<file path="src/rtl/fixed_decoder_pkg.sv">
// Shared FLAC fixed-predictor definitions.
// Holds the maximum fixed predictor order, default sample/accumulator
// widths, field widths for block size and order, and the decoder state
// encoding used by fixed_decoder.
package fixed_decoder_pkg;

    localparam int unsigned MAX_FIXED_ORDER = 4;
    localparam int unsigned SAMPLE_W_DEF    = 16;
    localparam int unsigned ACC_W_DEF       = 21;
    localparam int unsigned ORDER_W         = 4;
    localparam int unsigned BLOCK_W         = 16;

    typedef enum logic [2:0] {
        ST_IDLE,
        ST_WARMUP,
        ST_RESIDUAL,
        ST_DONE,
        ST_ERROR
    } state_e;

endpackage

</file>
<file path="src/rtl/fixed_predict.sv">
// Combinational FLAC fixed predictor.
// Ports:
//   order_i   predictor order (0..4; anything else predicts 0)
//   s1_i..s4_i history samples, s1 newest (signed, SAMPLE_W)
//   p_o       prediction (signed, ACC_W)
module fixed_predict
    import fixed_decoder_pkg::*;
#(
    parameter int unsigned SAMPLE_W = SAMPLE_W_DEF,
    parameter int unsigned ACC_W    = ACC_W_DEF
) (
    input  logic        [ORDER_W-1:0]  order_i,
    input  logic signed [SAMPLE_W-1:0] s1_i,
    input  logic signed [SAMPLE_W-1:0] s2_i,
    input  logic signed [SAMPLE_W-1:0] s3_i,
    input  logic signed [SAMPLE_W-1:0] s4_i,
    output logic signed [ACC_W-1:0]    p_o
);

    logic signed [ACC_W-1:0] a1, a2, a3, a4;

    // Sign-extend history into the accumulator width before any arithmetic.
    assign a1 = {{(ACC_W-SAMPLE_W){s1_i[SAMPLE_W-1]}}, s1_i};
    assign a2 = {{(ACC_W-SAMPLE_W){s2_i[SAMPLE_W-1]}}, s2_i};
    assign a3 = {{(ACC_W-SAMPLE_W){s3_i[SAMPLE_W-1]}}, s3_i};
    assign a4 = {{(ACC_W-SAMPLE_W){s4_i[SAMPLE_W-1]}}, s4_i};

    // Coefficients built from shifts and adds so all terms stay ACC_W wide.
    always_comb begin
        p_o = '0;
        case (order_i)
            4'd1:    p_o = a1;
            4'd2:    p_o = (a1 <<< 1) - a2;
            4'd3:    p_o = ((a1 <<< 1) + a1) - ((a2 <<< 1) + a2) + a3;
            4'd4:    p_o = (a1 <<< 2) - ((a2 <<< 2) + (a2 <<< 1)) + (a3 <<< 2) - a4;
            default: p_o = '0;
        endcase
    end

endmodule

</file>
<file path="src/rtl/fixed_decoder.sv">
// FLAC fixed-predictor sample reconstruction.
// Accepts order warm-up samples followed by residuals, reconstructs each
// sample as residual + fixed prediction and emits it one cycle later.
// Ports:
//   iClock, iReset           clock, synchronous active-high reset
//   iEnable                  run when high, freeze all state when low
//   iBlockSize               samples per block (latched in IDLE)
//   iPredictorOrder          fixed order 0..4 (latched in IDLE)
//   iWarmup/iWarmupValid     warm-up sample strobe
//   iResidual/iResidualValid residual strobe
//   oSample/oValid           reconstructed sample and one-cycle strobe
//   oDone                    block complete, held until reset
//   oError                   illegal order, held until reset
module fixed_decoder
    import fixed_decoder_pkg::*;
#(
    parameter int unsigned SAMPLE_W = SAMPLE_W_DEF,
    parameter int unsigned ACC_W    = ACC_W_DEF
) (
    input  logic                       iClock,
    input  logic                       iReset,
    input  logic                       iEnable,
    input  logic        [BLOCK_W-1:0]  iBlockSize,
    input  logic        [ORDER_W-1:0]  iPredictorOrder,
    input  logic signed [SAMPLE_W-1:0] iWarmup,
    input  logic                       iWarmupValid,
    input  logic signed [SAMPLE_W-1:0] iResidual,
    input  logic                       iResidualValid,
    output logic signed [SAMPLE_W-1:0] oSample,
    output logic                       oValid,
    output logic                       oDone,
    output logic                       oError
);

    state_e                     state_q, state_d;
    logic        [ORDER_W-1:0]  order_q, order_d;
    logic        [BLOCK_W-1:0]  bsize_q, bsize_d;
    logic        [BLOCK_W-1:0]  cnt_q, cnt_d;
    logic signed [SAMPLE_W-1:0] s1_q, s1_d, s2_q, s2_d, s3_q, s3_d, s4_q, s4_d;
    logic signed [SAMPLE_W-1:0] sample_q, sample_d;
    logic                       valid_q, valid_d;
    logic                       done_q, done_d;
    logic                       error_q, error_d;

    logic signed [ACC_W-1:0]    pred;
    logic signed [ACC_W-1:0]    recon_acc;
    logic signed [SAMPLE_W-1:0] new_sample;
    logic                       take;
    logic        [BLOCK_W-1:0]  cnt_inc;

    fixed_predict #(
        .SAMPLE_W (SAMPLE_W),
        .ACC_W    (ACC_W)
    ) u_predict (
        .order_i (order_q),
        .s1_i    (s1_q),
        .s2_i    (s2_q),
        .s3_i    (s3_q),
        .s4_i    (s4_q),
        .p_o     (pred)
    );

    assign recon_acc = {{(ACC_W-SAMPLE_W){iResidual[SAMPLE_W-1]}}, iResidual} + pred;
    assign cnt_inc   = cnt_q + 1'b1;

    always_comb begin
        state_d    = state_q;
        order_d    = order_q;
        bsize_d    = bsize_q;
        cnt_d      = cnt_q;
        s1_d       = s1_q;
        s2_d       = s2_q;
        s3_d       = s3_q;
        s4_d       = s4_q;
        sample_d   = sample_q;
        valid_d    = 1'b0;
        done_d     = done_q;
        error_d    = error_q;
        take       = 1'b0;
        new_sample = '0;

        if (iEnable) begin
            case (state_q)
                ST_IDLE: begin
                    order_d = iPredictorOrder;
                    bsize_d = iBlockSize;
                    cnt_d   = '0;
                    if (iPredictorOrder > ORDER_W'(MAX_FIXED_ORDER)) begin
                        state_d = ST_ERROR;
                        error_d = 1'b1;
                    end else if (iBlockSize == '0) begin
                        state_d = ST_DONE;
                    end else if (iPredictorOrder == '0) begin
                        state_d = ST_RESIDUAL;
                    end else begin
                        state_d = ST_WARMUP;
                    end
                end
                ST_WARMUP: begin
                    take       = iWarmupValid;
                    new_sample = iWarmup;
                end
                ST_RESIDUAL: begin
                    take       = iResidualValid;
                    // Two's-complement wrap: keep only the low sample bits.
                    new_sample = recon_acc[SAMPLE_W-1:0];
                end
                ST_DONE: begin
                    done_d = 1'b1;
                end
                default: ;
            endcase

            if (take) begin
                sample_d = new_sample;
                valid_d  = 1'b1;
                s4_d     = s3_q;
                s3_d     = s2_q;
                s2_d     = s1_q;
                s1_d     = new_sample;
                cnt_d    = cnt_inc;
                // Block end wins over the warm-up to residual hand-off.
                if (cnt_inc == bsize_q) begin
                    state_d = ST_DONE;
                end else if (state_q == ST_WARMUP &&
                             cnt_inc == {{(BLOCK_W-ORDER_W){1'b0}}, order_q}) begin
                    state_d = ST_RESIDUAL;
                end
            end
        end
    end

    always_ff @(posedge iClock) begin
        if (iReset) begin
            state_q  <= ST_IDLE;
            order_q  <= '0;
            bsize_q  <= '0;
            cnt_q    <= '0;
            s1_q     <= '0;
            s2_q     <= '0;
            s3_q     <= '0;
            s4_q     <= '0;
            sample_q <= '0;
            valid_q  <= 1'b0;
            done_q   <= 1'b0;
            error_q  <= 1'b0;
        end else begin
            state_q  <= state_d;
            order_q  <= order_d;
            bsize_q  <= bsize_d;
            cnt_q    <= cnt_d;
            s1_q     <= s1_d;
            s2_q     <= s2_d;
            s3_q     <= s3_d;
            s4_q     <= s4_d;
            sample_q <= sample_d;
            valid_q  <= valid_d;
            done_q   <= done_d;
            error_q  <= error_d;
        end
    end

    assign oSample = sample_q;
    assign oValid  = valid_q;
    assign oDone   = done_q;
    assign oError  = error_q;

endmodule

</file>
<file path="config.mk">
export PLATFORM = sky130hd
export DESIGN_NAME = fixed_decoder
export DESIGN_NICKNAME = d
export VERILOG_FILES = /design/src/rtl/fixed_decoder_pkg.sv /design/src/rtl/fixed_predict.sv /design/src/rtl/fixed_decoder.sv
export SDC_FILE = /design/constraint.sdc
export NUM_CORES = 1
export LEC_CHECK = 0
export ABC_CLOCK_PERIOD_IN_PS = 5200
export CAP_MARGIN = 10
export CELL_PAD_IN_SITES_DETAIL_PLACEMENT = 1
export CELL_PAD_IN_SITES_GLOBAL_PLACEMENT = 1
export CORE_UTILIZATION = 41
export DETAILED_ROUTE_END_ITERATION = 10
export GPL_TIMING_DRIVEN = 0
export PLACE_DENSITY_LB_ADDON = 0.1
export SKIP_CTS_REPAIR_TIMING = 1
export SLEW_MARGIN = 20
export SYNTH_ARGS = -nofsm -noshare
export SYNTH_HDL_FRONTEND = slang
export SYNTH_SLANG_ARGS = --single-unit
</file>
<file path="constraint.sdc">
create_clock -name iClock -period 5.2 [get_ports iClock]
set_input_delay 1.56 -clock iClock [delete_from_list [all_inputs] [get_ports iClock]]
set_output_delay 1.56 -clock iClock [all_outputs]
set_load 0.02 [all_outputs]
</file>
==> impl_metrics.csv <==
group,metric,value,unit
die,fp-row-count,56,
setup_path,path_class,"register to register",
cts,htree_num_levels,3,
sta,relSlewSlack,30.3,%
die,die_h,156,um
final_layout,fin_cells,1629,
outcome,violations,"negative setup slack",
final_layout,fin_util,50.4,%
setup_path,start_kind,"register",
die,start_util,41.7,%
setup_path,worstSetupStartpoint,"s2_q[2]",
setup_path,cp-end-kind,"register",
sta,fmax,176,MHz
sta,hold_violations,0,
sta,post-route-period-util,109,%
synth,syn_area,0.00976,mm2
cts,cts_sinks,106,
final_layout,nNetsFinal,1510,
worst_hold_path,hp-class,"register to register",
setup_path,cp.arrival,5920,ps
power_and_ir_drop,ir_worst_vdd,0.000206,V
final_layout,num_antenna_cells,0,
sta,fin_skew,12.2,ps
placed_design,preCtsSetupSlack,-694,ps
sta,drv_slew,0,
setup_path,rr_startpoint,"s2_q[2]",
routing,drc_errors,0,
routing,wl_per_cell,20.8,um
global_route,gr-total-overflow,0,
global_route,grt_max_degree,23,
power_and_ir_drop,leakage,4.73,nW
placed_design,hpwl,26.2,mm
placed_design,dp.cells,1591,
synth,async_flop_share,0,%
setup_path,path_max_fanout,5,
die,dieArea,0.0244,mm2
sta,rsz0062_at_grt,"yes",
die,fp.dieW,156,um
synth,synth_edf_count,0,
setup_path,worstPathRequired,5430,ps
sta,worst_slew_pin_slew,1050,ps
placed_design,io_buffers,73,
global_route,grt_pass1_wl,51.5,mm
global_route,grt_use_total,28.3,%
cts,cts_tree,"built",
routing,dr.pass1.iters,5,
power_and_ir_drop,powerDensity,206,mW/mm2
die,coreArea,0.0234,mm2
worst_hold_path,hold_start,"s4_q[3]",
routing,detailedRoute.firstIterationViolations,441,
sta,post-route-min-period,5690,ps
synth,ys_ff_latch,106,
routing,ant_nets,0,
synth,ys_types,72,
global_route,antenna_found_initial,0,
routing,wl,33.8,mm
routing,vias,8873,
cts,cts_root_buffer,"clkbuf_16",
job,cap_violations,0,
global_route,grt_pass1_vias,9077,
synth,ys.flop_type,"dfxtp_1",
synth,synthCells,1198,
outcome,status,"finished, violations left",
die,ioPinCount,76,
synth,avgSynthCellArea,8.14,um2
cts,numCtsBuffers,9,
final_layout,drive_gt1_share,11.2,%
final_layout,area_growth,20.9,%
placed_design,gp_congestion,0.887,
synth,synth_warnings,0,
cts,clk_latency,370,ps
sta,final.setup.worst_slack,-490,ps
synth,yosysSeqAreaShare,21.8,%
sta,finalSetupViolations,5,
routing,vias_per_cell,5.45,
synth,syn_nets,1403,
sta,finalHoldWorstSlack,459,ps
cts,path_clk_slew,90,ps
cts,cts_buffer_depth,2,
[worst paths after layout]
path | slack (ps) | depth (start not counted) | endpoint
max reg2reg | -490 | 25 | oSample[15]
min reg2reg | 460 | 2 | s4_q[3]
min | 460 | 2 | s4_q[3]
max | -490 | 25 | oSample[15]
[metrics by stage]
stage	total power (W)	area, um2	TNS, ps
2_1_floorplan	0.00136	9850	0
3_3_place_gp	0.00157	11000	-2400
3_5_place_dp	0.00158	11000	-2840
4_1_cts	0.00235	11300	-3130
5_1_grt	0.00254	11800	-3000
6_report	0.00243	11800	-1700
[placed cells by master (no fill, tap or decap), types with 8 or more instances in the layout]
| cell | n |
|---|---|
| nor2_1 | 64 |
| xor2_1 | 31 |
| nor3_1 | 13 |
| a21o_1 | 16 |
| o21ai_1 | 11 |
| o21ai_0 | 24 |
| fa_1 | 82 |
| nand3_1 | 15 |
| a21oi_2 | 8 |
| clkdlybuf4s50_1 | 73 |
| dfxtp_4 | 10 |
| a211oi_1 | 14 |
| ha_4 | 10 |
| buf_4 | 22 |
| dfxtp_1 | 92 |
| ha_1 | 50 |
| inv_1 | 173 |
| a21oi_1 | 104 |
| nand3b_1 | 8 |
| a221oi_1 | 11 |
| nand2b_1 | 11 |
| clkbuf_16 | 9 |
| clkbuf_1 | 43 |
| xnor2_1 | 50 |
| a31oi_1 | 11 |
| nand4_1 | 8 |
| nand2_1 | 181 |
[critical path, cell delays in order, from the launching register on]
cell and delay (ps):
dfxtp_4 390, inv_2 80, fa_1 480, fa_1 500
inv_1 60, fa_1 530, inv_1 90, ha_4 230
a211oi_4 250, o21ai_1 120, o211a_1 180, o211a_4 290
o21ai_2 140, nand2b_1 100, a21oi_2 160, xor2_1 210
o221ai_2 130, ha_1 380, o21ai_0 130, nand2b_1 130
nand2_1 90, o311a_1 330, xnor2_1 140, and2_1 160
mux2i_1 160, a211oi_2 80
[where the power goes]
group	internal (W)	total [W]	leakage, nW	switching, W
registers	0.000824	0.000847	0.868	0.0000223
logic	0.000368	0.000828	3.71	0.000460
clock network	0.000349	0.000760	0.154	0.000410
total	0.00154	0.00243	4.73	0.000892
[sequential cells by signal, summed over array words and instances (netlist names), 3 cells and up]
register and cells:
bsize_q 16, cnt_q 16, oSample 16, order_q 4
s2_q 16, s3_q 16, s4_q 16, state_q 3
[cells by family after synthesis]
| logic type | synth area share [%] |
|---|---|
| buffers and inverters | 9.22 |
| multiplexers | 0.308 |
| AND/OR/NAND/NOR | 16.5 |
| XOR/XNOR | 8.55 |
| adder cells (fa/ha/maj) | 25.5 |
| AO/OA/AOI/OAI | 18.2 |
| flip-flops | 21.8 |
[cell usage after synthesis, types with 16 or more instances]
master,number,area share [%]
a211oi_1,19,1.5
a21o_1,16,1.2
a21oi_1,111,5.7
clkbuf_1,43,1.7
dfxtp_1,106,22
fa_1,83,17
ha_1,65,8.3
inv_1,181,7.0
nand2_1,182,7.0
nor2_1,66,2.5
o21ai_0,37,1.9
xnor2_1,52,4.7
xor2_1,32,2.9
[layer usage]
metal / track usage [%] / share of wire (%) / vias to the layer above
li1: - / - / 4182
met1: 37.1 / 45 / 4450
met2: 48.8 / 49 / 192
met3: 2.85 / 3.4 / 49
met4: 9.29 / 2.8 / 0
met5: 0 / 0 / -
[cell type report]
class	count	area, um2
fill	2875	11600
buffer	49	220
tap	319	399
clock buffer	9	225
inverter	181	684
clock inverter	7	98.8
sequential	106	2160
multi-input combinational	862	7090
timing repair buffer	96	907
No activity file was read; power rests on OpenSTA's default activity.
